**src/rtl/echo_delay_meter_pkg.sv**
```systemverilog
// Shared types and constants for the loopback round-trip delay meter.
package echo_delay_meter_pkg;

   typedef enum logic [2:0] {
      IDLE,
      ARM,
      WAIT_RISE,
      WAIT_FALL,
      DONE
   } state_t;

   localparam int SYNC_LAT = 2;

endpackage

```
**src/rtl/sync_2ff.sv**
```systemverilog
// Single-bit flop-chain synchronizer for the asynchronous echo pad input.
module sync_2ff
   import echo_delay_meter_pkg::*;
(
   input  logic clk,
   input  logic rst,
   input  logic d,
   output logic q
);

   logic [SYNC_LAT-1:0] stage_reg;
   logic [SYNC_LAT-1:0] stage_next;

   genvar gi;
   generate
      for (gi = 0; gi < SYNC_LAT; gi++) begin : g_stage
         if (gi == 0) begin : g_first
            assign stage_next[gi] = d;
         end else begin : g_chain
            assign stage_next[gi] = stage_reg[gi-1];
         end
      end
   endgenerate

   always_ff @(posedge clk) begin
      if (rst) begin
         stage_reg <= '0;
      end else begin
         stage_reg <= stage_next;
      end
   end

   assign q = stage_reg[SYNC_LAT-1];

endmodule

```
**src/rtl/echo_delay_meter.sv**
```systemverilog
// Fires probe edges, counts cycles until each returns, and reports the
// average over 2^LOG_RUNS runs (or all-ones with timeout set on abort).
module echo_delay_meter
   import echo_delay_meter_pkg::*;
#(
   parameter int CNT_W    = 16,
   parameter int TIMEOUT  = 1000,
   parameter int LOG_RUNS = 2
)
(
   input  logic             clk,
   input  logic             rst,
   input  logic             start,
   input  logic             echo_in,
   output logic             probe_out,
   output logic             busy,
   output logic             done,
   output logic             timeout,
   output logic [CNT_W-1:0] result
);

   localparam int RUN_W = (LOG_RUNS > 0) ? LOG_RUNS : 1;
   localparam int ACC_W = CNT_W + LOG_RUNS;
   localparam logic [CNT_W-1:0] CNT_LIMIT = CNT_W'(TIMEOUT - 1);
   localparam logic [RUN_W-1:0] RUN_LAST  = RUN_W'((1 << LOG_RUNS) - 1);

   logic echo_s;

   state_t             state_reg,   state_next;
   logic [CNT_W-1:0]   cnt_reg,     cnt_next;
   logic [ACC_W-1:0]   acc_reg,     acc_next;
   logic [RUN_W-1:0]   run_reg,     run_next;
   logic               probe_reg,   probe_next;
   logic               busy_reg,    busy_next;
   logic               done_reg,    done_next;
   logic               timeout_reg, timeout_next;
   logic [CNT_W-1:0]   result_reg,  result_next;
   logic               cnt_hit;
   logic               abort;

   sync_2ff u_sync (
      .clk (clk),
      .rst (rst),
      .d   (echo_in),
      .q   (echo_s)
   );

   assign cnt_hit = (cnt_reg == CNT_LIMIT);

   always_comb begin
      state_next   = state_reg;
      cnt_next     = cnt_reg;
      acc_next     = acc_reg;
      run_next     = run_reg;
      probe_next   = probe_reg;
      timeout_next = timeout_reg;
      result_next  = result_reg;
      abort        = 1'b0;

      case (state_reg)
         IDLE: begin
            probe_next = 1'b0;
            if (start) begin
               acc_next     = '0;
               run_next     = '0;
               cnt_next     = '0;
               timeout_next = 1'b0;
               state_next   = ARM;
            end
         end
         ARM: begin
            if (!echo_s) begin
               probe_next = 1'b1;
               cnt_next   = '0;
               state_next = WAIT_RISE;
            end else if (cnt_hit) begin
               abort = 1'b1;
            end else begin
               cnt_next = cnt_reg + 1'b1;
            end
         end
         WAIT_RISE: begin
            if (echo_s) begin
               acc_next   = acc_reg + ACC_W'(cnt_reg);
               probe_next = 1'b0;
               cnt_next   = '0;
               state_next = WAIT_FALL;
            end else if (cnt_hit) begin
               abort = 1'b1;
            end else begin
               cnt_next = cnt_reg + 1'b1;
            end
         end
         WAIT_FALL: begin
            if (!echo_s) begin
               cnt_next = '0;
               if (run_reg == RUN_LAST) begin
                  // Result is latched on entry so it appears together with done.
                  result_next = CNT_W'(acc_reg >> LOG_RUNS);
                  state_next  = DONE;
               end else begin
                  run_next   = run_reg + 1'b1;
                  state_next = ARM;
               end
            end else if (cnt_hit) begin
               abort = 1'b1;
            end else begin
               cnt_next = cnt_reg + 1'b1;
            end
         end
         DONE: begin
            state_next = IDLE;
         end
         default: begin
            state_next = IDLE;
         end
      endcase

      if (abort) begin
         timeout_next = 1'b1;
         result_next  = '1;
         probe_next   = 1'b0;
         state_next   = DONE;
      end

      done_next = (state_next == DONE);
      busy_next = (state_next != IDLE);
   end

   always_ff @(posedge clk) begin
      if (rst) begin
         state_reg   <= IDLE;
         cnt_reg     <= '0;
         acc_reg     <= '0;
         run_reg     <= '0;
         probe_reg   <= 1'b0;
         busy_reg    <= 1'b0;
         done_reg    <= 1'b0;
         timeout_reg <= 1'b0;
         result_reg  <= '0;
      end else begin
         state_reg   <= state_next;
         cnt_reg     <= cnt_next;
         acc_reg     <= acc_next;
         run_reg     <= run_next;
         probe_reg   <= probe_next;
         busy_reg    <= busy_next;
         done_reg    <= done_next;
         timeout_reg <= timeout_next;
         result_reg  <= result_next;
      end
   end

   assign probe_out = probe_reg;
   assign busy      = busy_reg;
   assign done      = done_reg;
   assign timeout   = timeout_reg;
   assign result    = result_reg;

endmodule
```
**config.mk**
```make
export PLATFORM = sky130hd
export DESIGN_NAME = echo_delay_meter
export DESIGN_NICKNAME = d
export VERILOG_FILES = /design/src/rtl/echo_delay_meter_pkg.sv /design/src/rtl/sync_2ff.sv /design/src/rtl/echo_delay_meter.sv
export SDC_FILE = /design/constraint.sdc
export NUM_CORES = 1
export LEC_CHECK = 0
export ABC_AREA = 1
export BUFFER_PORTS_ARGS = -buffer_cell sky130_fd_sc_hd__buf_2
export CORE_MARGIN = 2
export CORE_UTILIZATION = 55
export CTS_CLUSTER_DIAMETER = 30
export DETAILED_ROUTE_END_ITERATION = 8
export PLACE_DENSITY = 0.73
export SETUP_SLACK_MARGIN = 0.5
export SLEW_MARGIN = 40
export SYNTH_ARGS = -nofsm -noshare
export SYNTH_HDL_FRONTEND = slang
export SYNTH_SLANG_ARGS = --single-unit
export TNS_END_PERCENT = 1
```
**constraint.sdc**
```tcl
create_clock -name clk -period 3.9 [get_ports clk]
set_clock_uncertainty 0.1 [all_clocks]
set_input_delay 0.585 -clock clk [delete_from_list [all_inputs] [get_ports clk]]
set_output_delay 0.585 -clock clk [all_outputs]
set_load 0.02 [all_outputs]
```
# After elaboration in Yosys (flattened, before gate mapping)

Cells that the tools add are included.

Flip-flop bits (word level): 61
Input bits: 4
RAM bits: 0
Word-level logic and storage cells: 76
Bits in latches: 0
Memories kept: 0
Memory bits (read-only): 0

Divide/modulo/power cells: 0
Mux-type cells: 33
Shifts and indexed selects: 0
Bitwise gates (word level): 0
Equality and inequality tests: 12
Add/subtract/negate cells: 3
Multipliers: 0
$lt $le $gt $ge: 0
Reductions and logical operators: 18

Operator list:

| kind                                                   | count |
|---|---|
| 2-to-1 mux 16 bit                                      | 8 |
| one-hot mux 16 bit (3 select lines)                    | 1 |
| 2-to-1 mux 18 bit                                      | 2 |
| one-hot mux 18 bit (2 select lines)                    | 1 |
| adder 18 x 16 -> 18 bit                                | 1 |
| 2-to-1 mux 3 bit                                       | 6 |
| adder 16 x 1 -> 16 bit (second input constant)         | 1 |
| equality test 16 x 10 -> 1 bit (second input constant) | 1 |
| one-hot mux 3 bit (4 select lines)                     | 1 |
| nonzero test 2 bit                                     | 6 |
| inequality test 2 bit (second input constant)          | 5 |
| AND reduction 3 bit                                    | 3 |
| nonzero test 3 bit                                     | 3 |
| 2-to-1 mux 1 bit                                       | 8 |
| equality test 3 x 2 -> 1 bit (second input constant)   | 2 |
| 2-to-1 mux 2 bit                                       | 3 |
| one-hot mux 2 bit (2 select lines)                     | 1 |
| AND reduction 2 bit                                    | 2 |
| AND reduction 4 bit                                    | 1 |
| OR reduction 2 bit                                     | 2 |
| equality test 3 x 1 -> 1 bit (second input constant)   | 1 |
| equality test 3 bit (second input constant)            | 1 |
| zero test 3 bit                                        | 1 |
| one-hot mux 1 bit (3 select lines)                     | 1 |
| 4 further kinds                                        | 4 |

# Depth between registers and ports, before layout

Depth after elaboration: 6
Depth in mapped cells: 13
Mapped depth without buffers: 13

# Modules after synthesis

A second synthesis with hierarchy kept.

Cell total of the unflattened synthesis: 588
Area total of the unflattened synthesis: 3762.4 um^2

By module, submodules not included:

| module           | cells each | area each (um^2) | times used |
|---|---|---|---|
| echo_delay_meter | 582        | 3707.3           | 1 |
| sync_2ff         | 6          | 55.1             | 1 |

# Worst setup path after synthesis

OpenSTA, ideal clock, no wires.

Kind: reg-to-reg
From: register cnt_reg[0]
To: register acc_reg[16]
Setup time: 0.115 ns
Data arrival time: 1.616 ns
Clock period less this slack: 1.831 ns
Buffers on the path: 0
Setup slack: 2.069 ns
Cell stages (with the launch flop): 14
Path through: dfxtp_1 ha_1 inv_1 fa_1 inv_1 nand3_1 nand3_1 nand2_1 nand3_1 nand2_1 nand2_1 nand3_1 nand2_1 nor2_1

Word-level cells in the longest chain between the ends: 3

RTL lines:

| item                                | line                    | RTL |
|---|---|---|
| start, declared                     | echo_delay_meter.sv:30  | `logic [CNT_W-1:0] cnt_reg, cnt_next;` |
| start signal, assigned              | echo_delay_meter.sv:143 | `cnt_reg <= cnt_next;` |
| adder 18 x 16 -> 18 bit             | echo_delay_meter.sv:84  | `acc_next = acc_reg + ACC_W'(cnt_reg);` |
| 2-to-1 mux 18 bit                   | echo_delay_meter.sv:83  | `if (echo_s) begin` |
| one-hot mux 18 bit (2 select lines) | echo_delay_meter.sv:60  | `case (state_reg)` |
| end signal, assigned                | echo_delay_meter.sv:144 | `acc_reg <= acc_next;` |
| end, declared                       | echo_delay_meter.sv:31  | `logic [ACC_W-1:0] acc_reg, acc_next;` |

No other way between the ends. The select of a mux whose other input is x is not followed.
A chain may end at the register's enable or synchronous reset.

# Worst setup path in the final report

Ends and elaborated chain as after synthesis.

==> results_dict.tcl <==
set metrics [dict create \
    outcome "finished clean" \
    fin_nets 608 \
    drt_pass1_iterations 7 \
    seqCellArea_um2 1220 \
    cts_post_setup_buffers_inserted 0 \
    holdBufCountCts 0 \
    crit_chain "ha_1 > inv_1 > fa_1 > inv_1 > nand3_1 > nand3_1 > nand2_1 > nand3_1 > nand2_1 > nand2_1 > nand3_1 > nand2_1 > nor2_1" \
    mappedNetlistArea_um2 3730 \
    yosys_warnings 0 \
    cts_buffers 9 \
    vias_per_cell 5.49 \
    startpoint_type "flop" \
    fmax_achieved_mhz 496 \
    grt_antenna_before_repair 0 \
    post_cts.resized_instances 0 \
    largest_register_ffs 18 \
    timing.rr.start "cnt_reg[0]$_SDFFE_PP0P_" \
    synth_flop_cell "dfxtp_1" \
    timing.final.ws_setup_ns 1.88 \
    route.antenna.remaining_nets 0 \
    first_iter_violations 264 \
    cts.reportedPaths.clkPinSlew_ns 0.07 \
    hold_viol 0 \
    floorplan.initialDensity 0.559 \
    max-cap-violations 0 \
    final.setup.tns_ns 0 \
    clock_latency_ns 0.34 \
    timing.critical_path.required_ns 4.04 \
    synth-seq-area-share 0.327 \
    min-delay-start "echo_in" \
    cts-root-to-sink-buffers 2 \
    clock_tree.htree_level_count 3 \
    drc_errors 0 \
    synthCells 563 \
    cts_tree "done" \
    areaGrowthSynthToFinish_pct 10.9 \
    clock_root_buffer "clkbuf_8" \
    mostFrequentLayoutCells "nand2_1, inv_1, dfxtp_1, nor2_1, a21oi_1" \
    crit_fanout 4 \
    power_leakage_nw 2.07 \
    grt_pass1_vias 3303 \
    critical_path_type "flop to flop" \
    hold_path.class "input pin to flop" \
    grt_max_degree 45 \
    core.rowCount 30 \
    fin_crit_sh 0.517 \
    post_dp_cell_area_um2 3870 \
    yosys.area.top_type_share 0.327 \
    critical_path.startpoint "cnt_reg[0]$_SDFFE_PP0P_" \
    critical-path-max-stage-delay_ns 0.40 \
    layout.filler_cells 615 \
    placement.setup.worst_slack_ns 1.64 \
    track_usage 0.258 \
    slew_headroom 0.642 \
    synth.net_count 586 \
    routabilityCongestion 0.941 \
    max-vdd-ir-drop_mv 0.221 \
    grt_first_pass_wirelength_mm 15.2 \
    final_common_cell "nand2_1" \
    worst_r2r_path_depth 13 \
    post_synth_num_cell_types 37 \
    die_x_um 86.4 \
    netlist_top_cells_area "dfxtp_1, nand2_1, inv_1, a21oi_1, ha_1" \
    worstSetupEndpointType "flop" \
    synth_enable_flop_cells 0 \
    die_height_um 86.4 \
    multi_input_area_um2 2120 \
    slew_viol_final 0 \
    postSynthRegisterBits 61 \
    num_vias 3676 \
    post-synth-top-area-cell "dfxtp_1" \
    dieArea_um2 7460 \
    final_cell_area_um2 4140 \
    rr_endpoint "acc_reg[16]$_SDFFE_PP0P_" \
    wirelength_mm 9.38 \
    worst-slew-pin-transition_ns 0.537 \
    core_area_um2 6680 \
    pwr_density_cell_nw_per_um2 358 \
    setup.reg_to_reg.worst_slack_ns 1.88 \
    antenna_cells 0 \
    postSynthAreaPerCell_um2 6.63 \
    dp.final_hpwl_mm 6.90 \
    wl_per_cell_um 14.0 \
    boundaryPins 24 \
    post_route_cells_drive_above_1_share 0.105 \
    worstPathArrival_ns 2.16 \
    setup_viol_count_final 0 \
    timing.final.crit_period_ns 2.02 \
    portBuffers 23 \
    worstHoldPathCells 3 \
    cts_num_sinks 61 \
    critPathSlowestCell "fa_1" \
    total_congestion_overflow 0 \
    setup_repair_after_global_routing_missed_its_margin "no" \
    synthArstFlopShare 0 \
    hold-path-endpoint "u_sync.stage_reg[0]$_SDFF_PP0_" \
]
[power breakdown]
part | internal (mW) | switching [mW]
clock network | 0.487 | 0.267
registers | 0.630 | 0.00829
logic | 0.0228 | 0.0672
[per-stage QoR]
step                      utilization  power [mW]  cells  hold WS, ns
final                           0.619        1.48    670        0.353
after global routing            0.619        1.53    670        0.343
after CTS                       0.619        1.48    670        0.354
after detailed placement        0.579       0.741    654        0.347
after global placement          0.579       0.739    654        0.337
after floorplan                     -       0.720    563        0.288
[synthesized netlist by cell type, drive strengths merged, types with 3 or more instances]
library cell and count:
nand3b 3, nand2 170, mux2i 10, a21oi 46, nand4 19, o211ai 3, xor2 4, o21ai 9
a211oi 3, nor3 8, buf 6, nor2 53, ha 18, clkbuf 7, a31oi 6, nand3 41
inv 83, dfxtp 61
[kinds of logic after synthesis]
group / Yosys count / share of synthesized area
AOI/OAI and AO/OA: 72 / 0.109
xor gates and xnor gates: 6 / 0.0141
adders and majority gates: 19 / 0.0657
buffers and inverters: 96 / 0.106
DFF: 61 / 0.327
muxes: 10 / 0.0268
and+or+nand+nor: 299 / 0.352
[layer usage]
metal  GRT usage  up-vias  share of wire
li1            -     1874              -
met1       0.343     1662           0.48
met2       0.416      124           0.45
met3      0.0524       16          0.054
met4      0.0952        0          0.018
met5           0        -              0
[critical path, delay by kind of cell (launching register included)]
kind | cells | cell delay, ns
fa+ha+maj | 2 | 0.58
simple gates | 9 | 0.69
buf+inv | 2 | 0.14
flops | 1 | 0.39
[worst max path at each step]
stage,endpoint,slack (ns),cells after the start
final,acc_reg[16]$_SDFFE_PP0P_,1.88,13
after global routing,acc_reg[16]$_SDFFE_PP0P_,1.67,13
after CTS,result[12]$_SDFFE_PP0P_,1.61,4
after detailed placement,result[12]$_SDFFE_PP0P_,1.64,4
after global placement,result[15]$_SDFFE_PP0P_,1.72,4
after floorplan,acc_reg[16]$_SDFFE_PP0P_,2.07,13
[cell type report]
type,instances,area share
clock inverters,7,0.0333
inverters,83,0.0753
repair buffers,24,0.0296
multi-input cells,406,0.513
well taps,80,0.0242
flip-flops and latches,61,0.295
clock buffers,9,0.0299
Note: power is estimated with default switching activity, not from simulation.
